[config.mk]
export PLATFORM = sky130hd
export DESIGN_NAME = prbs_win_mon
export DESIGN_NICKNAME = d
export VERILOG_FILES = /design/src/rtl/prbs_pkg.sv /design/src/rtl/prbs_win_mon.sv
export SDC_FILE = /design/constraint.sdc
export NUM_CORES = 1
export LEC_CHECK = 0
export BUFFER_PORTS_ARGS = -buffer_cell sky130_fd_sc_hd__buf_2
export CORE_AREA = 10 10 47 49
export CTS_CLUSTER_DIAMETER = 40
export CTS_CLUSTER_SIZE = 24
export DETAILED_ROUTE_END_ITERATION = 10
export DIE_AREA = 0 0 57 59
export SLEW_MARGIN = 20
export SYNTH_ARGS = -nofsm -noshare
export SYNTH_HDL_FRONTEND = slang
export SYNTH_SLANG_ARGS = --single-unit
[constraint.sdc]
create_clock -name clk -period 1.5 [get_ports clk]
set_input_delay 0.075 -clock clk [delete_from_list [all_inputs] [get_ports clk]]
set_output_delay 0.075 -clock clk [all_outputs]
set_load 0.03 [all_outputs]
[src/rtl/prbs_pkg.sv]
// rtl/prbs_pkg.sv - shared PRBS x^4+x^3+1 types, defaults and tap predictor
package prbs_pkg;

    typedef enum logic [0:0] {
        SEARCH = 1'b0,
        LOCKED = 1'b1
    } prbs_state_t;

    // Defaults shared with the lfsr generator: x^4 + x^3 + 1
    localparam int PRBS_WIDTH = 4;
    localparam int PRBS_TAP_A = 4;
    localparam int PRBS_TAP_B = 3;

    // History is zero-extended to 32 bits; taps are 1-based, h[1] newest at bit 0
    function automatic logic prbs_predict(input logic [31:0] h,
                                          input int          tap_a,
                                          input int          tap_b);
        return h[tap_a-1] ^ h[tap_b-1];
    endfunction

endpackage

[src/rtl/prbs_win_mon.sv]
// rtl/prbs_win_mon.sv - per-window error counter that signals loss of lock
module prbs_win_mon
    import prbs_pkg::*;
#(
    parameter int WINDOW    = 16,
    parameter int ERR_LIMIT = 4
) (
    input  logic clk,
    input  logic rst,
    input  logic en,
    input  logic active,
    input  logic bit_err,
    input  logic clr,
    output logic lose_lock
);

    localparam int CW = $clog2(WINDOW + 1);
    localparam int EW = $clog2(ERR_LIMIT + 1);
    localparam logic [CW-1:0] WIN_LAST = CW'(WINDOW - 1);
    localparam logic [EW-1:0] ERR_LAST = EW'(ERR_LIMIT - 1);

    logic [CW-1:0] win_cnt_q, win_cnt_d;
    logic [EW-1:0] win_err_q, win_err_d;

    // Count enabled bits and errors in the current window; the limit-reaching error drops lock
    always_comb begin
        win_cnt_d = win_cnt_q;
        win_err_d = win_err_q;
        lose_lock = 1'b0;
        if (!active) begin
            win_cnt_d = '0;
            win_err_d = '0;
        end else if (en) begin
            if (bit_err) begin
                if (win_err_q == ERR_LAST) begin
                    lose_lock = 1'b1;
                end
                win_err_d = win_err_q + 1'b1;
            end
            if (win_cnt_q == WIN_LAST) begin
                win_cnt_d = '0;
                win_err_d = '0;
            end else begin
                win_cnt_d = win_cnt_q + 1'b1;
            end
            if (lose_lock) begin
                win_cnt_d = '0;
                win_err_d = '0;
            end
        end
        if (clr) begin
            win_cnt_d = '0;
            win_err_d = '0;
        end
    end

    // Window counter registers
    always_ff @(posedge clk) begin
        if (rst) begin
            win_cnt_q <= '0;
            win_err_q <= '0;
        end else begin
            win_cnt_q <= win_cnt_d;
            win_err_q <= win_err_d;
        end
    end

endmodule

; After elaboration in Yosys (flattened, before gate mapping)
; Cells that the tools add are included.
[word_totals]
reg_bits = 8
mem_count = 0
word_cells = 21
output_inout_bits = 1
ram_bits = 0
latchBits = 0
romBits = 0
in_bits = 6
[classes]
bitwise = 1
n_shift = 0
eq_ne = 2
n_mux = 11
n_addsub = 2
reduce_logical = 3
order_cmp = 0
div = 0
multipliers = 0
[op_table]
columns = cell, n
row1 = 5-bit 2-to-1 mux, 2
row2 = 3-bit 2-to-1 mux, 3
row3 = 1-bit 2-to-1 mux, 6
row4 = "5-bit by 1-bit adder with 5-bit output, second input constant", 1
row5 = "5-bit by 4-bit equality test with 1-bit output, second input constant", 1
row6 = "3-bit by 1-bit adder with 3-bit output, second input constant", 1
row7 = "3-bit by 2-bit equality test with 1-bit output, second input constant", 1
row8 = 3-bit nonzero test, 1
row9 = 3-bit OR reduction, 1
row10 = 2-bit AND reduction, 1
row11 = 1-bit NOT, 1

; Depth between registers and ports, before layout
[logic_depth]
ltp_word = 7
mapped_depth = 5
ltp_nobuf = 5

; Worst setup path before layout
; Ideal clock, no wire load.
[synth_timing]
path_kind = register to register
startpoint = register win_err_q[0]
endpoint = register win_cnt_q[3]
path_stages_with_launch = 6
setup_time_ps = 74
period_less_slack_ps = 1515
required_time_ps = 1426
slack_ps = -15
n_path_buf = 0
t_arrival_ps = 1441
path_cell_list = dfxtp_1 ha_1 ha_1 nand2_1 or4b_1 a31oi_1
[synth_between]
elab_chain_len = 6
[synth_rtl]
columns = element, line
row1 = from (decl), prbs_win_mon.sv:23  ; logic [EW-1:0] win_err_q, win_err_d;
row2 = from (signal assigned), prbs_win_mon.sv:64  ; win_err_q <= win_err_d;
row3 = 3-bit by 2-bit equality test with 1-bit output, prbs_win_mon.sv:35  ; if (win_err_q == ERR_LAST) begin
row4 = 1-bit 2-to-1 mux, prbs_win_mon.sv:35
row5 = 1-bit 2-to-1 mux, prbs_win_mon.sv:34  ; if (bit_err) begin
row6 = 1-bit 2-to-1 mux, prbs_win_mon.sv:33  ; end else if (en) begin
row7 = 1-bit 2-to-1 mux, prbs_win_mon.sv:30  ; if (!active) begin
row8 = 5-bit 2-to-1 mux, prbs_win_mon.sv:46  ; if (lose_lock) begin
row9 = to (signal assigned), prbs_win_mon.sv:63  ; win_cnt_q <= win_cnt_d;
row10 = to (decl), prbs_win_mon.sv:22  ; logic [CW-1:0] win_cnt_q, win_cnt_d;
; No other way between the ends. The select of a mux whose other input is x is not followed.
; A chain may end at the register's enable or synchronous reset.

; Worst setup path in the final report
; Ends and elaborated chain as after synthesis.

==> run summary <==
Hold Vio Cnt, Final = 0
GR Util All Layers = 0.0670
detailed placer's ending HPWL = 787 microns
Avg Cell Area, Syn = 8.98 sq um
critical path startpoint = win_err_q[0]
Critical Path Fanout Max = 5
post-DR wirelength/cell = 13.4 microns
Die Span Y = 59 microns
most frequent cells in the layout = dfxtp_1 (7), nand2_1 (6), a21oi_1 (5), buf_2 (5)
vias in the first global route = 396
CTS Buffer Depth = 2
Period Utilization, post-route = 0.958
Leakage Power = 0.211 nW
Final WS setup = 0.0633 ns
Hold Path Class = in2reg
sequential-to-total area share from yosys stat = 0.357
Core Rows = 14
Antenna Cells = 0
antenna violations before repair = 0
final-report max-slew violation count = 0
fillers = 163
Tmin final = 1.44 ns
maxcap violations = 0
final setup fails = 0
share of the synthesized area in the top cell type = 0.357
Crit path arrival time = 1.62 ns
clock-pin slew on the worst setup and hold paths = 0.06 ns
Post-Route Utilization = 0.387
CTS root buf = clkbuf_4
Core Box Area = 1400 sq um
RSZ-0062 raised after global routing = no
# port buffers = 6
Synth Instances = 50
NumNets Final = 71
die area = 3360 sq um
#FFs+latches synth = 8
Post-DRT Antenna Nets = 0
Post-Syn Area = 449 sq um
number of CTS-inserted buffers = 3
CTS sink cnt = 8
first-pass GRT wire length = 1.81 mm
GPL Wtd Cong = 0.687
# DRC = 0
Die Width = 57 microns
origin of the critical flop-to-flop path = win_err_q[0]
layout cells sized above 1 = 0.283
Max-slew headroom = 0.609
met1 WL = 531 microns
area grow syn2layout = 20.6%
Top Ports = 7
Vias/cell = 5.58
Layout Skew = 0.00326 ns
Remaining Overflow, GRT = 0
WS Path Type = reg2reg
top routing layer in use = met4
Vias = 424
Skew-Pair Late Insertion Delay = 0.26 ns
Critical Path RT = 1.69 ns
status = completed
Yosys warning total = 0
Power Density = 765 nW/um^2
worst slew pin tran = 0.585 ns
router iterations before antenna repair = 4
max frequency = 696 MHz
flop2flop setup slack = 0.06 ns
Yosys cell types = 23
Synth area leader = dfxtp_1
pin count of the biggest net entering global routing = 10
detailed-routed wire length on met2 = 405 microns
routed wire length = 1.02 mm
CP startpoint kind = flip-flop
Starting Density = 0.321
hold path startpoint = clr
most common cell after layout, fill and taps aside = dfxtp_1
dpl ws = 0.0489 ns
largest cells by area after synthesis = dfxtp_1 (36%), ha_1 (8.4%), nand4b_1 (7.8%), nand2_1 (5.8%), a21oi_1 (5.6%)
H-Tree Depth = 1
Synthesized Nets = 59
metal3 WL = 52 microns
Setup TNS = 0 ns
VDD IR max = 0.332 mV
initial DRC count = 7
CP Capture Type = flip-flop
CTS tree = done
final timing paths:
path / cells after the start / endpoint
worst max-delay path: 5 / win_cnt_q[3]
worst min-delay path: 4 / win_err_q[2]
worst max register to register: 5 / win_cnt_q[3]
worst min register to register: 2 / win_err_q[2]
per-layer routing:
metal	track usage	vias up
met2	0.0884	10
met1	0.0857	195
met4	0.0503	0
li1	-	214
met5	0	-
met3	0.0236	5
critical path, cell delays in order (launching register included):
cell	delay, ns
dfxtp_2	0.32
ha_1	0.19
ha_2	0.22
nand2_2	0.08
or4b_1	0.43
a31oi_1	0.13
final cells by class:
class                           count  area [sq um]  area share
Sequential cell                     8           161       0.298
Timing Repair Buffer                9          58.8       0.109
Inverter                            2          10.0      0.0185
Clock buffer                        3          22.5      0.0416
Tap cell                           16          20.0      0.0370
Multi-Input combinational cell     38           269       0.497
report_power, final:
part / internal (W) / switching [W]
Sequential: 0.000214 / 0.00000118
Combinational: 0.0000121 / 0.0000178
Clock: 0.0000919 / 0.0000776
Total: 0.000318 / 0.0000965
kinds of logic after synthesis:
group	Yosys count	share of synthesized area
adders and majority gates	3	0.0836
buffers and inverters	4	0.0557
AOI/OAI and AO/OA	10	0.128
and+or+nand+nor	23	0.331
muxes	2	0.0446
DFF	8	0.357
synthesized netlist by cell type, drive strengths merged:
| master | n |
|---|---|
| dfxtp | 8 |
| nand2 | 7 |
| a21oi | 5 |
| nand4 | 4 |
| nand4b | 4 |
| ha | 3 |
| a31oi | 2 |
| inv | 2 |
| mux2i | 2 |
| o21ai | 2 |
| a32o | 1 |
| and3 | 1 |
| and4 | 1 |
| and4b | 1 |
| buf | 1 |
| clkbuf | 1 |
| nand3 | 1 |
| nor3 | 1 |
| nor3b | 1 |
| or3b | 1 |
| or4b | 1 |
sequential cells by signal (all words and copies together), names as in the netlist:
| signal | cells |
|---|---|
| win_cnt_q | 5 |
| win_err_q | 3 |
what timing repair did:
item,CTS,global route
endpoints found under the setup margin,1,1
pin swaps,1,1
hold buffers,0,0
gates resized for setup,4,0
hold endpoints to repair,0,0
buffers inserted,1,0
metrics by stage:
stage	hold WS (ns)	cells	area, sq um	power (W)
after floorplan	0.304	50	452	0.000239
after global placement	0.437	73	509	0.000249
after detailed placement	0.446	73	509	0.000249
after CTS	0.171	76	542	0.000419
after global routing	0.207	76	542	0.000436
final	0.174	76	542	0.000415
Power figures use the tool's default switching activity.
